$ cat src/rtl/diff_pkg.sv
// Shared types and constants for the diff sequencer.
// Holds the FSM state encoding, default operand/step widths and a helper
// that sizes the chunk position field (kept at least one bit wide).
package diff_pkg;

  localparam int DIFF_WIDTH = 32;
  localparam int DIFF_STEP  = 4;

  localparam logic [1:0] S_IDLE = 2'd0;
  localparam logic [1:0] S_SCAN = 2'd1;
  localparam logic [1:0] S_DONE = 2'd2;

  typedef enum logic [1:0] {
    ST_IDLE = S_IDLE,
    ST_SCAN = S_SCAN,
    ST_DONE = S_DONE
  } state_t;

  // Width of a bit index inside one chunk; a 1-bit chunk still gets a
  // 1-bit (always zero) position field so the port never collapses.
  function automatic int pos_width(input int step);
    return (step > 1) ? $clog2(step) : 1;
  endfunction

endpackage

$ cat src/rtl/diff_chunk_enc.sv
// Lowest-set-bit encoder for one STEP-bit chunk of the difference vector.
// Latency: purely combinational. Backpressure: none (no handshake).
// Ports: chunk (STEP bits in), hit (any bit set), pos (index of lowest set bit).
module diff_chunk_enc
  import diff_pkg::*;
#(
  parameter int STEP  = DIFF_STEP,
  parameter int POS_W = pos_width(DIFF_STEP)
) (
  input  logic [STEP-1:0]  chunk,
  output logic             hit,
  output logic [POS_W-1:0] pos
);

  // Walk from the top bit downwards so the last write is the lowest set bit.
  always_comb begin
    hit = |chunk;
    pos = '0;
    for (int i = STEP - 1; i >= 0; i--) begin
      if (chunk[i]) begin
        pos = POS_W'(i);
      end
    end
  end

endmodule

$ cat src/rtl/diff_seq_ctrl.sv
// Multi-cycle "diff" sequencer: 1-based index of lowest differing bit of two operands, 0 if equal.
// Latency: hit in chunk k reported k+1 cycles after accept (1 cycle for equal operands).
// Backpressure: in_ready only in IDLE without flush; result held in DONE until res_ready.
// Ports: clk/rst_n (async active-low), flush (sync abort), in_valid/in_ready + inp1/inp2,
//        res_valid/res_ready + result, busy (high in SCAN or DONE).
module diff_seq_ctrl
  import diff_pkg::*;
#(
  parameter int WIDTH = DIFF_WIDTH,
  parameter int STEP  = DIFF_STEP
) (
  input  logic             clk,
  input  logic             rst_n,
  input  logic             flush,
  input  logic             in_valid,
  output logic             in_ready,
  input  logic [WIDTH-1:0] inp1,
  input  logic [WIDTH-1:0] inp2,
  output logic             res_valid,
  input  logic             res_ready,
  output logic [WIDTH-1:0] result,
  output logic             busy
);

  localparam int BASE_W = $clog2(WIDTH) + 1;
  localparam int POS_W  = pos_width(STEP);

  state_t            state, state_nxt;
  logic [WIDTH-1:0]  shreg, shreg_nxt;
  logic [BASE_W-1:0] base, base_nxt;
  logic [WIDTH-1:0]  result_nxt;

  logic              chunk_hit;
  logic [POS_W-1:0]  chunk_pos;

  diff_chunk_enc #(
    .STEP  (STEP),
    .POS_W (POS_W)
  ) u_chunk_enc (
    .chunk (shreg[STEP-1:0]),
    .hit   (chunk_hit),
    .pos   (chunk_pos)
  );

  // flush blocks acceptance in the same cycle so an abort can never race a new operand.
  assign in_ready  = (state == ST_IDLE) && !flush;
  assign res_valid = (state == ST_DONE);
  assign busy      = (state != ST_IDLE);

  always_ff @(posedge clk or negedge rst_n) begin
    if (!rst_n) begin
      state  <= ST_IDLE;
      shreg  <= '0;
      base   <= '0;
      result <= '0;
    end else begin
      state  <= state_nxt;
      shreg  <= shreg_nxt;
      base   <= base_nxt;
      result <= result_nxt;
    end
  end

  always_comb begin
    state_nxt  = state;
    shreg_nxt  = shreg;
    base_nxt   = base;
    result_nxt = result;

    if (flush) begin
      // Abort discards any in-flight or pending result; result register keeps its value.
      state_nxt = ST_IDLE;
    end else begin
      case (state)
        ST_IDLE: begin
          if (in_valid && in_ready) begin
            shreg_nxt = inp1 ^ inp2;
            base_nxt  = '0;
            state_nxt = ST_SCAN;
          end
        end

        ST_SCAN: begin
          if (shreg == '0) begin
            // Only reachable on the first scan cycle: any remaining set bit is a hit.
            result_nxt = '0;
            state_nxt  = ST_DONE;
          end else if (chunk_hit) begin
            result_nxt = WIDTH'(base) + WIDTH'(chunk_pos) + WIDTH'(1);
            state_nxt  = ST_DONE;
          end else begin
            shreg_nxt = shreg >> STEP;
            base_nxt  = base + BASE_W'(STEP);
          end
        end

        ST_DONE: begin
          if (res_ready) begin
            state_nxt = ST_IDLE;
          end
        end

        default: begin
          state_nxt = ST_IDLE;
        end
      endcase
    end
  end

endmodule

$ cat config.mk
export PLATFORM = sky130hd
export DESIGN_NAME = diff_seq_ctrl
export DESIGN_NICKNAME = d
export VERILOG_FILES = /design/src/rtl/diff_pkg.sv /design/src/rtl/diff_chunk_enc.sv /design/src/rtl/diff_seq_ctrl.sv
export SDC_FILE = /design/constraint.sdc
export NUM_CORES = 1
export LEC_CHECK = 0
export CAP_MARGIN = 0
export CORE_UTILIZATION = 25
export CTS_CLUSTER_DIAMETER = 100
export CTS_CLUSTER_SIZE = 20
export DETAILED_ROUTE_END_ITERATION = 12
export PLACE_DENSITY_LB_ADDON = 0.25
export SLEW_MARGIN = 25
export SYNTH_ARGS = -nofsm -noshare
export SYNTH_HDL_FRONTEND = slang
export SYNTH_HIERARCHICAL = 1
export SYNTH_SLANG_ARGS = --single-unit
$ cat constraint.sdc
create_clock -name clk -period 1.8 [get_ports clk]
set_clock_uncertainty 0.05 [all_clocks]
set_input_delay 0.45 -clock clk [delete_from_list [all_inputs] [get_ports clk]]
set_output_delay 0.45 -clock clk [all_outputs]
set_load 0.005 [all_outputs]
# After elaboration in Yosys (flattened, before gate mapping)
# Index checks and enable logic that the tools add are counted.
[totals]
rom_bits = 0
ram_bits = 0
word_cells = 49
input_bits = 69
memories = 0
ff_bits = 72
latch_bits = 0
[classes]
div_mod_pow = 0
reduce_logical = 12
shifts = 0
n_mux = 20
bitwise_logic = 2
eq_ne = 8
addsub = 3
n_mul = 0
magnitude_cmp = 0
[ops]
columns = ["cell", "count"]
rows = [
  ["$mux W32", 5],
  ["$pmux W32 S2", 1],
  ["$logic_not A32 Y1", 1],
  ["$xor A32 B32 Y32", 1],
  ["$mux W2", 9],
  ["$mux W6", 3],
  ["$pmux W6 S2", 1],
  ["$add A7 B1 Y8 const B", 1],
  ["$add A6 B2 Y7", 1],
  ["$add A6 B3 Y6 const B", 1],
  ["$ne A3 B2 Y1 const B", 2],
  ["$pmux W2 S3", 1],
  ["$reduce_and A3 Y1", 2],
  ["$reduce_bool A2 Y1", 3],
  ["$reduce_and A5 Y1", 1],
  ["$ne A2 B2 Y1 const B", 2],
  ["$ne A4 B4 Y1 const B", 1],
  ["$reduce_or A4 Y1", 1],
  ["$eq A2 B1 Y1 const B", 1],
  ["$eq A2 B2 Y1 const B", 1],
  ["$logic_and A1 B1 Y1", 2],
  ["$logic_not A2 Y1", 1],
  ["$ne A2 B1 Y1 const B", 1],
  ["$logic_not A1 Y1", 1],
  ["$not A1 Y1", 1],
]

# Depth between registers and ports, before layout
[depth]
depth_word = 8
ltp_mapped = 7

# Cells and area by module
# Netlist, hierarchy kept.
[by_module_without_submodules]
columns = ["mod", "cells_per_inst", "area_each_um2", "seq_area_each_um2", "instances"]
rows = [
  ["diff_seq_ctrl", 270, 2797.7, 1126.1, 1],
  ["diff_chunk_enc", 7, 35.0, 0.0, 1],
]

# Worst setup path after synthesis
# OpenSTA, ideal clock, no wires.
[synth_timing]
path_type = "reg2reg"
startpoint = "register shreg[3]"
endpoint = "register shreg[0]"
required_ps = 1625
period_less_slack_ps = 1848
path_stages_with_launch = 7
path_buffers = 1
arrival_ps = 1673
path_slack_ps = -48
path_cell_list = "dfrtp_1 -> nor4_1 -> nand4_1 -> o21bai_4 -> a21oi_4 -> buf_8 -> mux2_4"
[synth_between]
elab_chain_cells = 3
word_cells_on_any_way = 5
[synth_rtl]
columns = ["item", "line", "source"]
rows = [
  ["from (decl)", "diff_seq_ctrl.sv:29", "logic [WIDTH-1:0] shreg, shreg_nxt;"],
  ["from (signal assigned)", "diff_seq_ctrl.sv:58", "shreg <= shreg_nxt;"],
  ["$logic_not A32 Y1 / $reduce_or A4 Y1 (equally long branches)", "diff_seq_ctrl.sv:84, diff_chunk_enc.sv:17", ""],
  ["$ne A2 B2 Y1 (no line)", "--", ""],
  ["$reduce_and A5 Y1 (no line) (*)", "--", ""],
]
# Mark *: on every way between the ends. The rest lies on a longest branch, timed or not.
# A chain may end at the register's enable or synchronous reset.

# Final worst setup path
[layout_timing]
startpoint = "register shreg[30]"
endpoint = "register shreg[1]"
[layout_between]
elab_chain_cells = 3
[layout_rtl]
columns = ["item", "line", "source"]
rows = [
  ["$logic_not A32 Y1", "diff_seq_ctrl.sv:84", "if (shreg == '0) begin"],
  ["$ne A2 B2 Y1 (no line)", "--", ""],
  ["$reduce_and A5 Y1 (no line)", "--", ""],
]
# Every way passes these cells.

==> run summary <==
GP Congestion: 0.7146
vias per cell: 4.184
Syn-to-layout area delta: 56.10%
# diodes: 0
proportion of layout cells with a drive suffix above 1: 0.3007
IO Count: 104
core area: 10940 um^2
via count: 2297
CTS tree: done
Clock transition at path regs: 60 ps
crit path kind: reg2reg
worst endpoint required time: 1920 ps
sequential-to-total area share from yosys stat: 0.3975
final WL: 6448 um
syn_area_per_cell: 10.23 um^2
Hold Path Class: in2async
gr usage total: 0.1113
port bufs: 78
Largest stage delay, worst path: 390 ps
pre-CTS setup slack: -370.8 ps
busiest grt layer: met2
drt drc: 0
crit path DAT: 2050 ps
CP top delay family: simple AND/OR/NAND/NOR gates
worst path cell trace: nor4_2 -> nand4_1 -> o21bai_4 -> a21oi_4 -> buf_12 -> mux2_4
flop and latch count out of synthesis: 45
DRT iter0 DRCs: 87
GRT Residual Overflow: 0
Root Driver: clkbuf_16
clock sink total: 45
status: finished with violations
number of flops mapped to enable cells by yosys: 0
vias in the first global route: 2198
area of the multi-input gates: 1623 um^2
worst path bufs/invs: 1
met1 Track Usage GR: 0.1424
Initial Util: 0.2590
Final HPWL DP: 5053 um
Routed Antenna Nets: 0
Fill cells: 1069
Max Cap Violations: 0
Layout Nets: 480
Setup violations, final: 34
Cell Area, Synth: 2833 um^2
CP Max Fanout: 20
die width: 108.4 um
Register Area: 1126 um^2
hold buffers post-CTS: 0
first-pass GRT wire length: 10230 um
# rows: 38
ys async rst share: 1.000
Pins Over Slew Limit: 0
met2 GRT Util: 0.1953
Worst path slowest cell: dfrtp_1
met3 GRT Util: 0.01869
setup slack after layout: -138.6 ps
Leakage Power: 0.001875 uW
Final Hold Fails: 0
H-tree depth: 2
pwr dens: 1252 nW/um^2
Die Ht: 108.4 um
Tmin final: 1939 ps
die area: 11760 um^2
CP endpoint kind: flip-flop
Num CTS Buffers: 5
Synth Flop Type: dfrtp_1
failing checks: negative setup slack
Max Freq: 515.8 MHz
RSZ-0062 raised after global routing: true
setup TNS: -3671 ps
DR WL/cell: 11.74 um
Mapped Cells: 277
Peak supply drop: 512.7 uV
Worst Setup Start Kind: flip-flop
CTS max path bufs: 2
Initial DRT Pass Iterations: 4
initial antenna violation count: 0
Netlist cell types: 38
largest net degree at the start of global routing: 46
period utilization: 1.077
Yosys warning count: 6
Clock Latency Late Sink: 280 ps
-- path summary, 6_finish.rpt --
check	from	endpoint	slack [ps]	depth (start not counted)
min in group clk	result[6]	result[6]	450	1
min reg2reg	result[6]	result[6]	450	1
max in group asynchronous	rst_n	shreg[3]	1390	2
min	rst_n	result[4]	80	2
max	shreg[30]	shreg[1]	-140	6
max reg2reg	shreg[30]	shreg[1]	-140	6
-- sequential cells by signal (all words and copies together) (netlist names) --
signal / flops
base: 4
result: 7
state: 2
shreg: 32
-- layer usage --
metal | routed length [um] | share of wire
met5 | 0 | 0
met4 | 31 | 0.0048
met3 | 297 | 0.046
met2 | 3224 | 0.50
met1 | 2894 | 0.45
-- cells by family after synthesis --
family	synth area share
and+or+nand+nor	0.1162
AOI/OAI and AO/OA	0.1135
DFF	0.3975
buffers and inverters	0.1051
xor gates and xnor gates	0.1113
muxes	0.1418
adders and majority gates	0.01325
other	0.001324
-- layout make-up --
cell class / count / share of cell area
Multi-Input combinational cell: 212 / 0.3670
Clock inverter: 3 / 0.01556
Inverter: 9 / 0.007640
Sequential cell: 45 / 0.2547
Timing Repair Buffer: 135 / 0.2872
Clock buffer: 5 / 0.02830
Tap cell: 140 / 0.03962
-- timing repair --
| item | CTS | global route |
|---|---|---|
| resized for setup | 17 | 17 |
| pin swaps | 5 | 3 |
| setup buffers | 5 | 3 |
| endpoints found under the setup margin | 46 | 44 |
-- where the power goes --
part           switching [uW]  internal [uW]  total, uW  leakage, uW
logic                     893           1640       2540      0.00122
registers                 360           1450       1810     0.000558
clock network             389            800       1190    0.0000944
total                    1640           3890       5540      0.00188
-- cell usage in the layout, fill, tap and decap left out, drive strengths merged, types with 2 or more instances in the layout --
cell,count
a22o,6
or4,2
ha,3
dfrtp,45
dlygate4sd2,2
bufinv,2
mux2,28
inv,10
buf,58
o22ai,4
nand2,37
a21oi,2
xnor2,34
nand3,3
nand2b,2
nor2b,2
nor4,8
conb,25
nor2,9
o21ai,30
xor2,2
clkdlybuf4s50,74
o211ai,2
clkbuf,6
nand4,3
o2bb2ai,2
or3,2
or2,2
-- stage by stage --
| step | power (uW) | cell area (um^2) | cells | hold WS, ps | utilization |
|---|---|---|---|---|---|
| after floorplan | 2936 | 2923 | 301 | 104.4 | - |
| after CTS | 5490 | 4343 | 547 | 98.56 | 0.3971 |
| after global placement | 4103 | 4055 | 534 | 401.3 | 0.3708 |
| final | 5536 | 4422 | 549 | 82.83 | 0.4043 |
| after global routing | 5886 | 4422 | 549 | 99.04 | 0.4043 |
| after detailed placement | 4134 | 4055 | 534 | 403.9 | 0.3708 |
-- cell usage after synthesis (2+ instances only) --
cell	number	area [um^2]
nand4_1	3	18.77
o22ai_1	4	25.02
mux2_4	23	345.3
nand2b_1	2	12.51
a22o_1	5	43.79
nor2_1	9	33.78
nand2_1	37	138.9
nor4_1	8	50.05
o21ai_0	30	150.1
nor2b_1	2	12.51
o211ai_1	2	15.01
mux2_2	5	56.30
clkbuf_1	3	11.26
ha_1	3	37.54
o2bb2ai_1	2	17.52
buf_2	3	15.01
inv_1	9	33.78
xnor2_1	34	297.8
buf_4	25	187.7
dfrtp_1	45	1126
or2_2	2	12.51
nand3_1	3	15.01
xor2_1	2	17.52
buf_8	2	30.03
Power figures use the tool's default switching activity.
